$ cat src/rtl/dma_channel_scheduler.sv
// -----------------------------------------------------------------------------
// dma_channel_scheduler
//
// Round-robin scheduler that lets NUM_CH DMA requester channels share a single
// transfer splitter. One channel is granted at a time. Its descriptor is copied
// into the conf_* registers and announced to the splitter with a one-cycle
// conf_valid strobe. The scheduler then waits for conf_transaction_done and
// reports completion back to the owning channel.
//
// Descriptors with size zero finish locally without an error. Descriptors with
// bit 31 of the size set are rejected locally with an error. Neither kind is
// issued to the splitter. A watchdog aborts a transfer whose splitter never
// answers.
//
// Ports
//   i_clk, i_rst               clock, synchronous active-high reset
//   ch_req[NUM_CH]             per-channel request, held until ch_ack
//   ch_addr_host/_device/size  packed 32-bit descriptors, channel k at [32k+:32]
//   ch_dir_write[NUM_CH]       1 = write to host, 0 = read from host
//   ch_ack/ch_done/ch_err      one-hot single-cycle pulses to the owner channel
//   conf_*                     registered descriptor and load strobe to the splitter
//   conf_transaction_done      splitter completion pulse, honoured only while waiting
//   busy, active_ch            status: engine not idle, index of the granted channel
// -----------------------------------------------------------------------------
module dma_channel_scheduler #(
  parameter int NUM_CH         = 4,
  parameter int TIMEOUT_CYCLES = 65535,
  parameter int CNT_W          = 16
) (
  input  logic                  i_clk,
  input  logic                  i_rst,
  input  logic [NUM_CH-1:0]     ch_req,
  input  logic [32*NUM_CH-1:0]  ch_addr_host,
  input  logic [32*NUM_CH-1:0]  ch_addr_device,
  input  logic [32*NUM_CH-1:0]  ch_size,
  input  logic [NUM_CH-1:0]     ch_dir_write,
  output logic [NUM_CH-1:0]     ch_ack,
  output logic [NUM_CH-1:0]     ch_done,
  output logic [NUM_CH-1:0]     ch_err,
  output logic [31:0]           conf_start_address_host,
  output logic [31:0]           conf_start_address_device,
  output logic [31:0]           conf_size,
  output logic                  conf_dir_write,
  output logic                  conf_valid,
  input  logic                  conf_transaction_done,
  output logic                  busy,
  output logic [3:0]            active_ch
);

  typedef enum logic [1:0] {
    IDLE  = 2'd0,
    ISSUE = 2'd1,
    WAIT  = 2'd2,
    DONE  = 2'd3
  } state_e;

  // The watchdog fires on the cycle whose counter value equals the last allowed
  // value. A timeout of zero turns the watchdog off entirely.
  localparam bit              WD_EN   = (TIMEOUT_CYCLES != 0);
  localparam logic [CNT_W-1:0] TO_LAST = CNT_W'((TIMEOUT_CYCLES > 0) ? (TIMEOUT_CYCLES - 1) : 0);
  localparam logic [4:0]      NUM_CH5 = 5'(NUM_CH);

  state_e            state_q, state_d;
  logic [3:0]        rrPtr_q, rrPtr_d;
  logic [3:0]        activeCh_q, activeCh_d;
  logic [31:0]       confHost_q, confHost_d;
  logic [31:0]       confDev_q, confDev_d;
  logic [31:0]       confSize_q, confSize_d;
  logic              confDir_q, confDir_d;
  logic [CNT_W-1:0]  wdCnt_q, wdCnt_d;
  logic              errFlag_q, errFlag_d;

  logic [15:0]       reqExt;
  logic [15:0]       dirExt;
  logic [15:0][31:0] hostArr;
  logic [15:0][31:0] devArr;
  logic [15:0][31:0] sizeArr;

  logic              grantFound;
  logic [3:0]        grantIdx;
  logic [4:0]        cand;
  logic              sizeIssuable;
  logic [NUM_CH-1:0] ownerOh;

  // The channel vectors are widened to the full 16-channel index space so that
  // a 4-bit channel index always selects within range, whatever NUM_CH is.
  assign reqExt = 16'(ch_req);
  assign dirExt = 16'(ch_dir_write);

  for (genvar k = 0; k < 16; k++) begin : g_unpack
    if (k < NUM_CH) begin : g_live
      assign hostArr[k] = ch_addr_host[32*k +: 32];
      assign devArr[k]  = ch_addr_device[32*k +: 32];
      assign sizeArr[k] = ch_size[32*k +: 32];
    end else begin : g_pad
      assign hostArr[k] = '0;
      assign devArr[k]  = '0;
      assign sizeArr[k] = '0;
    end
  end

  // Round-robin search starting one past the last granted channel. Because the
  // pointer is always below NUM_CH, a single conditional subtract is enough to
  // wrap the candidate index, so no divider is needed.
  always_comb begin
    grantFound = 1'b0;
    grantIdx   = '0;
    cand       = '0;
    for (int i = 1; i <= NUM_CH; i++) begin
      cand = {1'b0, rrPtr_q} + 5'(i);
      if (cand >= NUM_CH5) begin
        cand = cand - NUM_CH5;
      end
      if (!grantFound && reqExt[cand[3:0]]) begin
        grantFound = 1'b1;
        grantIdx   = cand[3:0];
      end
    end
  end

  // A descriptor goes to the splitter only when its size is non-zero and the
  // top bit is clear; anything else is finished locally.
  assign sizeIssuable = (confSize_q != 32'd0) && !confSize_q[31];

  // Next-state logic. The descriptor registers change only when a grant is made
  // in IDLE, so the splitter sees stable values for the whole transfer and
  // afterwards. The error flag is decided on entry to DONE and shown there.
  always_comb begin
    state_d    = state_q;
    rrPtr_d    = rrPtr_q;
    activeCh_d = activeCh_q;
    confHost_d = confHost_q;
    confDev_d  = confDev_q;
    confSize_d = confSize_q;
    confDir_d  = confDir_q;
    wdCnt_d    = wdCnt_q;
    errFlag_d  = errFlag_q;

    case (state_q)
      IDLE: begin
        if (grantFound) begin
          confHost_d = hostArr[grantIdx];
          confDev_d  = devArr[grantIdx];
          confSize_d = sizeArr[grantIdx];
          confDir_d  = dirExt[grantIdx];
          activeCh_d = grantIdx;
          rrPtr_d    = grantIdx;
          errFlag_d  = 1'b0;
          state_d    = ISSUE;
        end
      end

      ISSUE: begin
        if (confSize_q == 32'd0) begin
          errFlag_d = 1'b0;
          state_d   = DONE;
        end else if (confSize_q[31]) begin
          errFlag_d = 1'b1;
          state_d   = DONE;
        end else begin
          wdCnt_d = '0;
          state_d = WAIT;
        end
      end

      WAIT: begin
        // A completion arriving on the timeout cycle takes priority, so the
        // transfer is reported as successful.
        if (conf_transaction_done) begin
          errFlag_d = 1'b0;
          state_d   = DONE;
        end else begin
          wdCnt_d = wdCnt_q + CNT_W'(1);
          if (WD_EN && (wdCnt_q == TO_LAST)) begin
            errFlag_d = 1'b1;
            state_d   = DONE;
          end
        end
      end

      DONE: begin
        state_d = IDLE;
      end

      default: begin
        state_d = IDLE;
      end
    endcase
  end

  // State and datapath registers. The pointer resets to the last channel so
  // that channel 0 wins the first arbitration after reset.
  always_ff @(posedge i_clk) begin
    if (i_rst) begin
      state_q    <= IDLE;
      rrPtr_q    <= 4'(NUM_CH - 1);
      activeCh_q <= '0;
      confHost_q <= '0;
      confDev_q  <= '0;
      confSize_q <= '0;
      confDir_q  <= 1'b0;
      wdCnt_q    <= '0;
      errFlag_q  <= 1'b0;
    end else begin
      state_q    <= state_d;
      rrPtr_q    <= rrPtr_d;
      activeCh_q <= activeCh_d;
      confHost_q <= confHost_d;
      confDev_q  <= confDev_d;
      confSize_q <= confSize_d;
      confDir_q  <= confDir_d;
      wdCnt_q    <= wdCnt_d;
      errFlag_q  <= errFlag_d;
    end
  end

  // Handshake pulses are decoded from the registered state, so each is exactly
  // one cycle long and only the owner channel's bit can ever be set.
  assign ownerOh = {{(NUM_CH-1){1'b0}}, 1'b1} << activeCh_q;

  always_comb begin
    ch_ack     = '0;
    ch_done    = '0;
    ch_err     = '0;
    conf_valid = 1'b0;
    case (state_q)
      ISSUE: begin
        ch_ack     = ownerOh;
        conf_valid = sizeIssuable;
      end
      DONE: begin
        ch_done = ownerOh;
        if (errFlag_q) begin
          ch_err = ownerOh;
        end
      end
      default: begin
      end
    endcase
  end

  assign busy                      = (state_q != IDLE);
  assign active_ch                 = activeCh_q;
  assign conf_start_address_host   = confHost_q;
  assign conf_start_address_device = confDev_q;
  assign conf_size                 = confSize_q;
  assign conf_dir_write            = confDir_q;

endmodule

$ cat config.mk
export PLATFORM = sky130hd
export DESIGN_NAME = dma_channel_scheduler
export DESIGN_NICKNAME = d
export VERILOG_FILES = /design/src/rtl/dma_channel_scheduler.sv
export SDC_FILE = /design/constraint.sdc
export NUM_CORES = 1
export LEC_CHECK = 0
export CORE_AREA = 2 2 196 198
export CTS_CLUSTER_DIAMETER = 120
export DETAILED_ROUTE_END_ITERATION = 10
export DIE_AREA = 0 0 198 200
export GPL_TIMING_DRIVEN = 0
export PLACE_DENSITY = 0.62
export SYNTH_ARGS = -nofsm -noshare
export SYNTH_HDL_FRONTEND = slang
export SYNTH_SLANG_ARGS = --single-unit
$ cat constraint.sdc
create_clock -name i_clk -period 9.6 [get_ports i_clk]
set_input_delay 0.96 -clock i_clk [delete_from_list [all_inputs] [get_ports i_clk]]
set_output_delay 0.96 -clock i_clk [all_outputs]
set_load 0.05 [all_outputs]
==> metrics.txt, run 1 <==
# TYPE chip_impl_metric gauge
chip_impl_info{name="run_status",value="complete, no violations"} 1
chip_impl_metric{name="final_area",unit="um2"} 14600
chip_impl_metric{name="yosysTopAreaCellShare",unit="%"} 29.5
chip_impl_metric{name="cts.repair.resized",unit=""} 0
chip_impl_metric{name="floorplan.die.width",unit="um"} 198
chip_impl_metric{name="grt_pass1_wl",unit="um"} 55500
chip_impl_metric{name="share_clk_of_total_power",unit="%"} 13.3
chip_impl_metric{name="worst_ep_required_time",unit="ps"} 9860
chip_impl_metric{name="htree_levels",unit=""} 4
chip_impl_metric{name="chipHeight",unit="um"} 200
chip_impl_metric{name="dp.final_hpwl",unit="um"} 32100
chip_impl_metric{name="floorplan.rows",unit=""} 71
chip_impl_metric{name="report.power.total",unit="mW"} 5.02
chip_impl_metric{name="post_cts.repair.setup_buffers",unit=""} 0
chip_impl_metric{name="max_incr_delay_on_cp",unit="ps"} 760
chip_impl_metric{name="timing.fmax",unit="MHz"} 238
chip_impl_metric{name="drc",unit=""} 0
chip_impl_metric{name="io-pin-count",unit=""} 510
chip_impl_metric{name="timing.final.hold_violations",unit=""} 0
chip_impl_metric{name="synthesis.nets",unit=""} 1207
chip_impl_metric{name="io_port_bufs",unit=""} 508
chip_impl_info{name="worstSetupPathType",value="reg2reg"} 1
chip_impl_info{name="cpMaxStageDelayCell",value="clkbuf_1"} 1
chip_impl_info{name="synth.top_cells.by_count",value="201 x mux2i_1, 122 x dfxtp_1, 99 x nand3b_1"} 1
chip_impl_metric{name="drt_wl_total",unit="um"} 40000
chip_impl_metric{name="leakage",unit="nW"} 5.51
chip_impl_metric{name="total_switching_power",unit="mW"} 2.38
chip_impl_metric{name="critPathArrivalTime",unit="ps"} 4470
chip_impl_metric{name="worst_hold_slack",unit="ps"} 500
chip_impl_metric{name="initialDrtViolationCount",unit=""} 337
chip_impl_metric{name="vias",unit=""} 8543
chip_impl_metric{name="worst_slew_margin_rel",unit="%"} 30.9
chip_impl_info{name="grt_setup_unrepaired",value="no"} 1
chip_impl_metric{name="fin_cells",unit=""} 1843
chip_impl_metric{name="synth_cells",unit=""} 791
chip_impl_metric{name="grtUsageTotal",unit="%"} 19.3
chip_impl_metric{name="clk_pin_slew_worst_paths",unit="ps"} 60
chip_impl_metric{name="area_growth",unit="%"} 76.6
chip_impl_metric{name="max-vdd-ir-drop",unit="mV"} 0.163
chip_impl_metric{name="cts_num_sinks",unit=""} 122
chip_impl_metric{name="post_drt_via_cell_ratio",unit=""} 4.64
chip_impl_metric{name="quantity_of_hold_fixing_buffers_added_after_cts",unit=""} 0
chip_impl_metric{name="drt-pass1-iter-count",unit=""} 5
chip_impl_metric{name="power_frac_comb",unit="%"} 71.4
chip_impl_info{name="synthDominantAreaCellType",value="dfxtp_1"} 1
chip_impl_metric{name="async_reset_ff_share",unit="%"} 0
chip_impl_metric{name="clockBufferDepth",unit=""} 2
chip_impl_metric{name="power_density",unit="nW/um2"} 344
chip_impl_metric{name="drive_gt1_share",unit="%"} 8.78
chip_impl_metric{name="post-place-cells",unit=""} 1811
chip_impl_metric{name="wl_per_cell",unit="um"} 21.7
chip_impl_metric{name="worst-path-max-fanout",unit=""} 10
chip_impl_metric{name="final.period_utilization",unit="%"} 43.8
chip_impl_metric{name="routabilityCongestion",unit=""} 0.798
chip_impl_info{name="worst_setup_path_end_kind",value="flip-flop"} 1
chip_impl_metric{name="numCtsBuffers",unit=""} 17
chip_impl_metric{name="detail-route-antenna-nets",unit=""} 0
chip_impl_metric{name="pwr-share-seq",unit="%"} 15.2
chip_impl_metric{name="placed_cell_area",unit="um2"} 14000
chip_impl_metric{name="ys_ff_latch",unit=""} 122
chip_impl_info{name="critical_path.startpoint_type",value="flip-flop"} 1
chip_impl_metric{name="synth-edff-count",unit=""} 0
chip_impl_metric{name="antenna_found_initial",unit=""} 1
chip_impl_metric{name="netlist_area",unit="um2"} 8270
chip_impl_metric{name="synth_area_per_cell",unit="um2"} 10.5
chip_impl_metric{name="maxCapViolCount",unit=""} 0
chip_impl_metric{name="synth_warnings",unit=""} 0
chip_impl_metric{name="worst_skew_pair.late_latency",unit="ps"} 440
chip_impl_metric{name="timing.final.max_slew_violations",unit=""} 0
chip_impl_info{name="cts-root-buf",value="clkbuf_16"} 1
chip_impl_metric{name="fin_setup_tns",unit="ps"} 0
chip_impl_info{name="crit_path_cell_trace",value="buf_6 -> inv_1 -> ha_1 -> xor2_1 -> inv_1 -> ha_1 -> nor2_1 -> o211a_2 -> nand3b_1 -> o21ai_1 -> or3_1 -> buf_2 -> clkbuf_1 -> o221ai_1"} 1
chip_impl_metric{name="grt_pass1_vias",unit=""} 8714
chip_impl_info{name="most_common_flop_cell_mapped_by_yosys",value="dfxtp_1"} 1
chip_impl_metric{name="floorplan.core_area",unit="um2"} 37400
chip_impl_metric{name="cell_internal_pwr",unit="mW"} 2.64
chip_impl_metric{name="diodes",unit=""} 0
chip_impl_metric{name="synth_cell_types",unit=""} 58
chip_impl_metric{name="fp.dieArea",unit="um2"} 39600
chip_impl_metric{name="layout_min_cycle_time",unit="ps"} 4200
chip_impl_info{name="timing.hold.worst.class",value="reg2reg"} 1
chip_impl_metric{name="worst_pin_slew",unit="ps"} 1040
chip_impl_metric{name="final_net_count",unit=""} 1736
chip_impl_metric{name="finalSetupViolCount",unit=""} 0
chip_impl_metric{name="ys_seq_area_share",unit="%"} 29.5
chip_impl_metric{name="global_route.overflow_total",unit=""} 0
chip_impl_metric{name="initial_utilization",unit="%"} 22.1
chip_impl_info{name="synth_most_common_cell",value="mux2i_1"} 1
chip_impl_info{name="synth_area_leaders",value="dfxtp_1 30%, mux2i_1 24%, nand3b_1 9.0%, o221ai_1 7.0%, o221ai_2 5.6%"} 1
chip_impl_metric{name="grt_max_degree",unit=""} 17
chip_impl_metric{name="fin_worst_skew",unit="ps"} 8.10
chip_impl_metric{name="netSwitchingFraction",unit="%"} 47.4
chip_impl_info{name="cts_tree",value="done"} 1
sequential cells by signal (all words and copies together), names as in the netlist:
signal,cells
active_ch,2
conf_dir_write,1
conf_size,32
conf_start_address_device,32
conf_start_address_host,32
errFlag_q,1
rrPtr_q,4
state_q,2
wdCnt_q,16
cell type report:
type	instances	area, um2
clock inverters	8	118
clock buffers	23	478
flip-flops and latches	122	2440
well taps	511	639
fillers	3726	22800
plain buffers	71	638
repair buffers	510	5090
multi-input cells	583	5130
inverters	15	56.3
power by group through the flow:
| stage | combinational (mW) | clock (mW) | sequential [mW] |
|---|---|---|---|
| after floorplan | 2.13 | 0 | 1.14 |
| after global placement | 3.62 | 0 | 0.767 |
| after detailed placement | 3.63 | 0 | 0.771 |
| after CTS | 3.65 | 0.686 | 0.764 |
| after global routing | 3.80 | 0.706 | 0.779 |
| final | 3.59 | 0.670 | 0.764 |
worst max-delay path: cells and delay by family, from the launching register on:
kind	cells	cell delay, ps
DFF	1	480
buffers and inverters	5	1450
AOI/OAI and AO/OA	3	800
adders and majority gates	2	590
xor gates and xnor gates	1	270
and+or+nand+nor	3	430
placed cells by master (no fill, tap or decap), drive strengths merged, types with 9 or more instances in the layout:
cell / n
dfxtp: 122
o221ai: 97
xnor2: 9
xor2: 13
nand2: 18
ha: 21
inv: 15
nor4: 10
clkdlybuf4s50: 508
nand3b: 99
nor2: 38
buf: 36
o21ai: 10
mux2i: 201
clkbuf: 55
through the flow:
stage	util [%]	setup WS [ps]
2_1_floorplan	-	6290
3_3_place_gp	37.4	5400
3_5_place_dp	37.4	5300
4_1_cts	39.0	5350
5_1_grt	39.0	5110
6_report	39.0	5400
logic make-up after synthesis:
family,Yosys count,share of synthesized area (%)
AO/OA/AOI/OAI,134,16.3
multiplexers,204,25.0
buffers and inverters,86,8.40
XOR/XNOR,22,2.42
adder cells (fa/ha/maj),21,3.18
flip-flops,122,29.5
AND/OR/NAND/NOR,202,15.1
path summary, 6_finish.rpt:
| path | to | slack (ps) | cells past startpoint | from |
|---|---|---|---|---|
| setup / recovery | conf_size[14]$_SDFFE_PP0P_ | 5400 | 14 | rrPtr_q[0]$_SDFFE_PP1P_ |
| hold reg to reg | conf_start_address_host[4]$_SDFFE_PP0P_ | 500 | 2 | conf_start_address_host[4]$_SDFFE_PP0P_ |
| hold / removal | conf_start_address_host[4]$_SDFFE_PP0P_ | 500 | 2 | conf_start_address_host[4]$_SDFFE_PP0P_ |
| setup reg to reg | conf_size[14]$_SDFFE_PP0P_ | 5400 | 14 | rrPtr_q[0]$_SDFFE_PP1P_ |
metal layers:
layer  track usage [%]  routed length (um)  up-vias
met5                 0                   0        -
met4              7.13                1070        0
met3              4.82                2990       42
met2              33.0               19300      397
met1              23.5               16600     3986
li1                  -                   -     4118
No activity file was read; power rests on OpenSTA's default activity.
==> run 2: changes to the inputs <==
clock period = 4.4 ns   (was 9.6 ns; I/O delays follow)
==> metrics.txt, run 2 (synthesis results as in run 1) <==
# TYPE chip_impl_metric gauge
chip_impl_info{name="run_status",value="complete, no violations"} 1
chip_impl_metric{name="diodes",unit=""} 0
chip_impl_metric{name="fin_worst_skew",unit="ps"} 8.10
chip_impl_metric{name="max-vdd-ir-drop",unit="mV"} 0.355
chip_impl_metric{name="grtUsageTotal",unit="%"} 19.3
chip_impl_metric{name="grt_pass1_vias",unit=""} 8714
chip_impl_metric{name="htree_levels",unit=""} 4
chip_impl_metric{name="max_incr_delay_on_cp",unit="ps"} 480
chip_impl_metric{name="initialDrtViolationCount",unit=""} 335
chip_impl_metric{name="fin_setup_tns",unit="ps"} 0
chip_impl_info{name="mostFrequentLayoutCell",value="clkdlybuf4s50_1"} 1
chip_impl_metric{name="layout_min_cycle_time",unit="ps"} 4010
chip_impl_metric{name="drt_wl_total",unit="um"} 40000
chip_impl_metric{name="chipHeight",unit="um"} 200
chip_impl_metric{name="numCtsBuffers",unit=""} 17
chip_impl_metric{name="dp_worst_setup_slack",unit="ps"} 163
chip_impl_metric{name="timing.final.hold_violations",unit=""} 0
chip_impl_metric{name="io_port_bufs",unit=""} 508
chip_impl_metric{name="post_drt_via_cell_ratio",unit=""} 4.64
chip_impl_metric{name="critPathArrivalTime",unit="ps"} 4300
chip_impl_metric{name="multi_input_comb_area",unit="um2"} 5130
chip_impl_info{name="worst_setup_path_end_kind",value="flip-flop"} 1
chip_impl_metric{name="wl_per_cell",unit="um"} 21.7
chip_impl_metric{name="final_net_count",unit=""} 1736
chip_impl_metric{name="io-pin-count",unit=""} 510
chip_impl_metric{name="dp.final_hpwl",unit="um"} 32100
chip_impl_metric{name="floorplan.core_area",unit="um2"} 37400
chip_impl_metric{name="global_route.overflow_total",unit=""} 0
chip_impl_metric{name="critical_path_buf_inv_count",unit=""} 6
chip_impl_metric{name="floorplan.die.width",unit="um"} 198
chip_impl_metric{name="finalSetupViolCount",unit=""} 0
chip_impl_metric{name="cts_num_sinks",unit=""} 122
chip_impl_metric{name="worst-path-max-fanout",unit=""} 10
chip_impl_metric{name="setup_slack_reg_to_reg",unit="ps"} 390
chip_impl_metric{name="fill_cells",unit=""} 3728
chip_impl_metric{name="quantity_of_hold_fixing_buffers_added_after_cts",unit=""} 0
chip_impl_metric{name="clk_pin_slew_worst_paths",unit="ps"} 60
chip_impl_metric{name="grt_pass1_wl",unit="um"} 55500
chip_impl_metric{name="drt-pass1-iter-count",unit=""} 5
chip_impl_metric{name="worst_ep_required_time",unit="ps"} 4690
chip_impl_metric{name="final.period_utilization",unit="%"} 91.2
chip_impl_metric{name="grt_max_degree",unit=""} 17
chip_impl_metric{name="worst_skew_pair.late_latency",unit="ps"} 440
chip_impl_metric{name="timing.fmax",unit="MHz"} 249
chip_impl_metric{name="fp.dieArea",unit="um2"} 39600
chip_impl_metric{name="drc",unit=""} 0
chip_impl_metric{name="vias",unit=""} 8550
chip_impl_info{name="grt_setup_unrepaired",value="no"} 1
chip_impl_metric{name="area_growth",unit="%"} 76.6
chip_impl_metric{name="floorplan.rows",unit=""} 71
chip_impl_metric{name="maxCapViolCount",unit=""} 0
chip_impl_info{name="worstSetupPathType",value="reg2reg"} 1
chip_impl_metric{name="drive_gt1_share",unit="%"} 8.93
chip_impl_info{name="cts_tree",value="done"} 1
chip_impl_metric{name="leakage",unit="nW"} 5.51
chip_impl_metric{name="seqCellArea",unit="um2"} 2440
chip_impl_info{name="timing.hold.worst.class",value="reg2reg"} 1
chip_impl_metric{name="timing.final.max_slew_violations",unit=""} 0
chip_impl_metric{name="routabilityCongestion",unit=""} 0.798
chip_impl_metric{name="power_density",unit="nW/um2"} 751
chip_impl_info{name="critPathTopFamily",value="buffers and inverters"} 1
chip_impl_info{name="cpMaxStageDelayCell",value="dfxtp_1"} 1
chip_impl_metric{name="detail-route-antenna-nets",unit=""} 0
chip_impl_metric{name="initial_utilization",unit="%"} 22.1
chip_impl_info{name="critical_path.startpoint_type",value="flip-flop"} 1
chip_impl_info{name="crit_path_cell_trace",value="buf_6 -> inv_1 -> ha_1 -> xor2_1 -> inv_1 -> ha_1 -> nor2_1 -> o211a_2 -> o311a_1 -> o32ai_2 -> buf_6 -> buf_12 -> buf_12 -> mux2i_1 -> o221ai_1"} 1
chip_impl_metric{name="worst_slew_margin_rel",unit="%"} 30.9
chip_impl_metric{name="postLayoutSetupSlackWorst",unit="ps"} 385
chip_impl_metric{name="fin_util",unit="%"} 39.0
chip_impl_metric{name="antenna_found_initial",unit=""} 1
chip_impl_info{name="cts-root-buf",value="clkbuf_16"} 1
chip_impl_metric{name="worst_pin_slew",unit="ps"} 1040
chip_impl_metric{name="clockBufferDepth",unit=""} 2
chip_impl_info{name="mostFrequentLayoutCells",value="508 x clkdlybuf4s50_1, 201 x mux2i_1, 122 x dfxtp_1, 99 x nand3b_1, 66 x o221ai_1"} 1
==> run 2: cell counts in the layout (fill, tap and decap cells not counted) <==
Identical to the previous run, type by type.
==> run 2: worst paths after layout <==
check,from,end,cells past startpoint
max,rrPtr_q[0]$_SDFFE_PP1P_,conf_size[15]$_SDFFE_PP0P_,15
min reg2reg,conf_start_address_host[4]$_SDFFE_PP0P_,conf_start_address_host[4]$_SDFFE_PP0P_,2
min,conf_start_address_host[4]$_SDFFE_PP0P_,conf_start_address_host[4]$_SDFFE_PP0P_,2
max reg2reg,rrPtr_q[0]$_SDFFE_PP1P_,conf_size[15]$_SDFFE_PP0P_,15
==> run 2: routing by layer <==
layer	vias to the layer above	wire length, um	global-route usage [%]
met3	42	2990	4.82
li1	4117	-	-
met5	-	0	0
met1	3994	16600	23.5
met4	0	1070	7.13
met2	397	19400	33.0
==> run 2: per-stage QoR <==
stage | hold WS [ps] | instance area (um2) | instances | power [mW]
after floorplan | 471 | 8270 | 791 | 7.13
after global placement | 481 | 14000 | 1810 | 9.58
after detailed placement | 480 | 14000 | 1811 | 9.61
after CTS | 500 | 14600 | 1842 | 11.1
after global routing | 514 | 14600 | 1843 | 11.5
final | 500 | 14600 | 1843 | 11.0
==> run 2: final cells by class <==
class | instances | area share [%]
sequential | 122 | 16.7
timing repair buffer | 510 | 34.9
multi-input combinational | 583 | 35.2
tap | 511 | 4.38
buffer | 71 | 4.39
clock buffer | 23 | 3.27
clock inverter | 8 | 0.805
inverter | 15 | 0.386
==> run 2: what timing repair did <==
action                                  4_1_cts  5_1_grt
endpoints found under the setup margin        0       10
buffers inserted                              0        0
gates resized for setup                       0        6
==> run 2: worst reg2reg max path: stages, from the launching register on <==
cell and delay, ps:
dfxtp_1 480, buf_6 200, inv_1 140, ha_1 270, xor2_1 270, inv_1 80, ha_1 320, nor2_1 50
o211a_2 280, o311a_1 350, o32ai_2 170, buf_6 210, buf_12 210, buf_12 190, mux2i_1 450, o221ai_1 210
==> run 2: power by group <==
part,total [mW],switching [mW],internal [mW]
Combinational,7.83,4.42,3.41
Sequential,1.67,0.241,1.43
Clock,1.46,0.534,0.928
Total,11.0,5.20,5.77
==> run 3: changes to the inputs <==
GPL_ROUTABILITY_DRIVEN = 0   (was unset)
==> results of run 3 <==
Same layout as run 2: the final DEF is identical, and so are final timing and power.
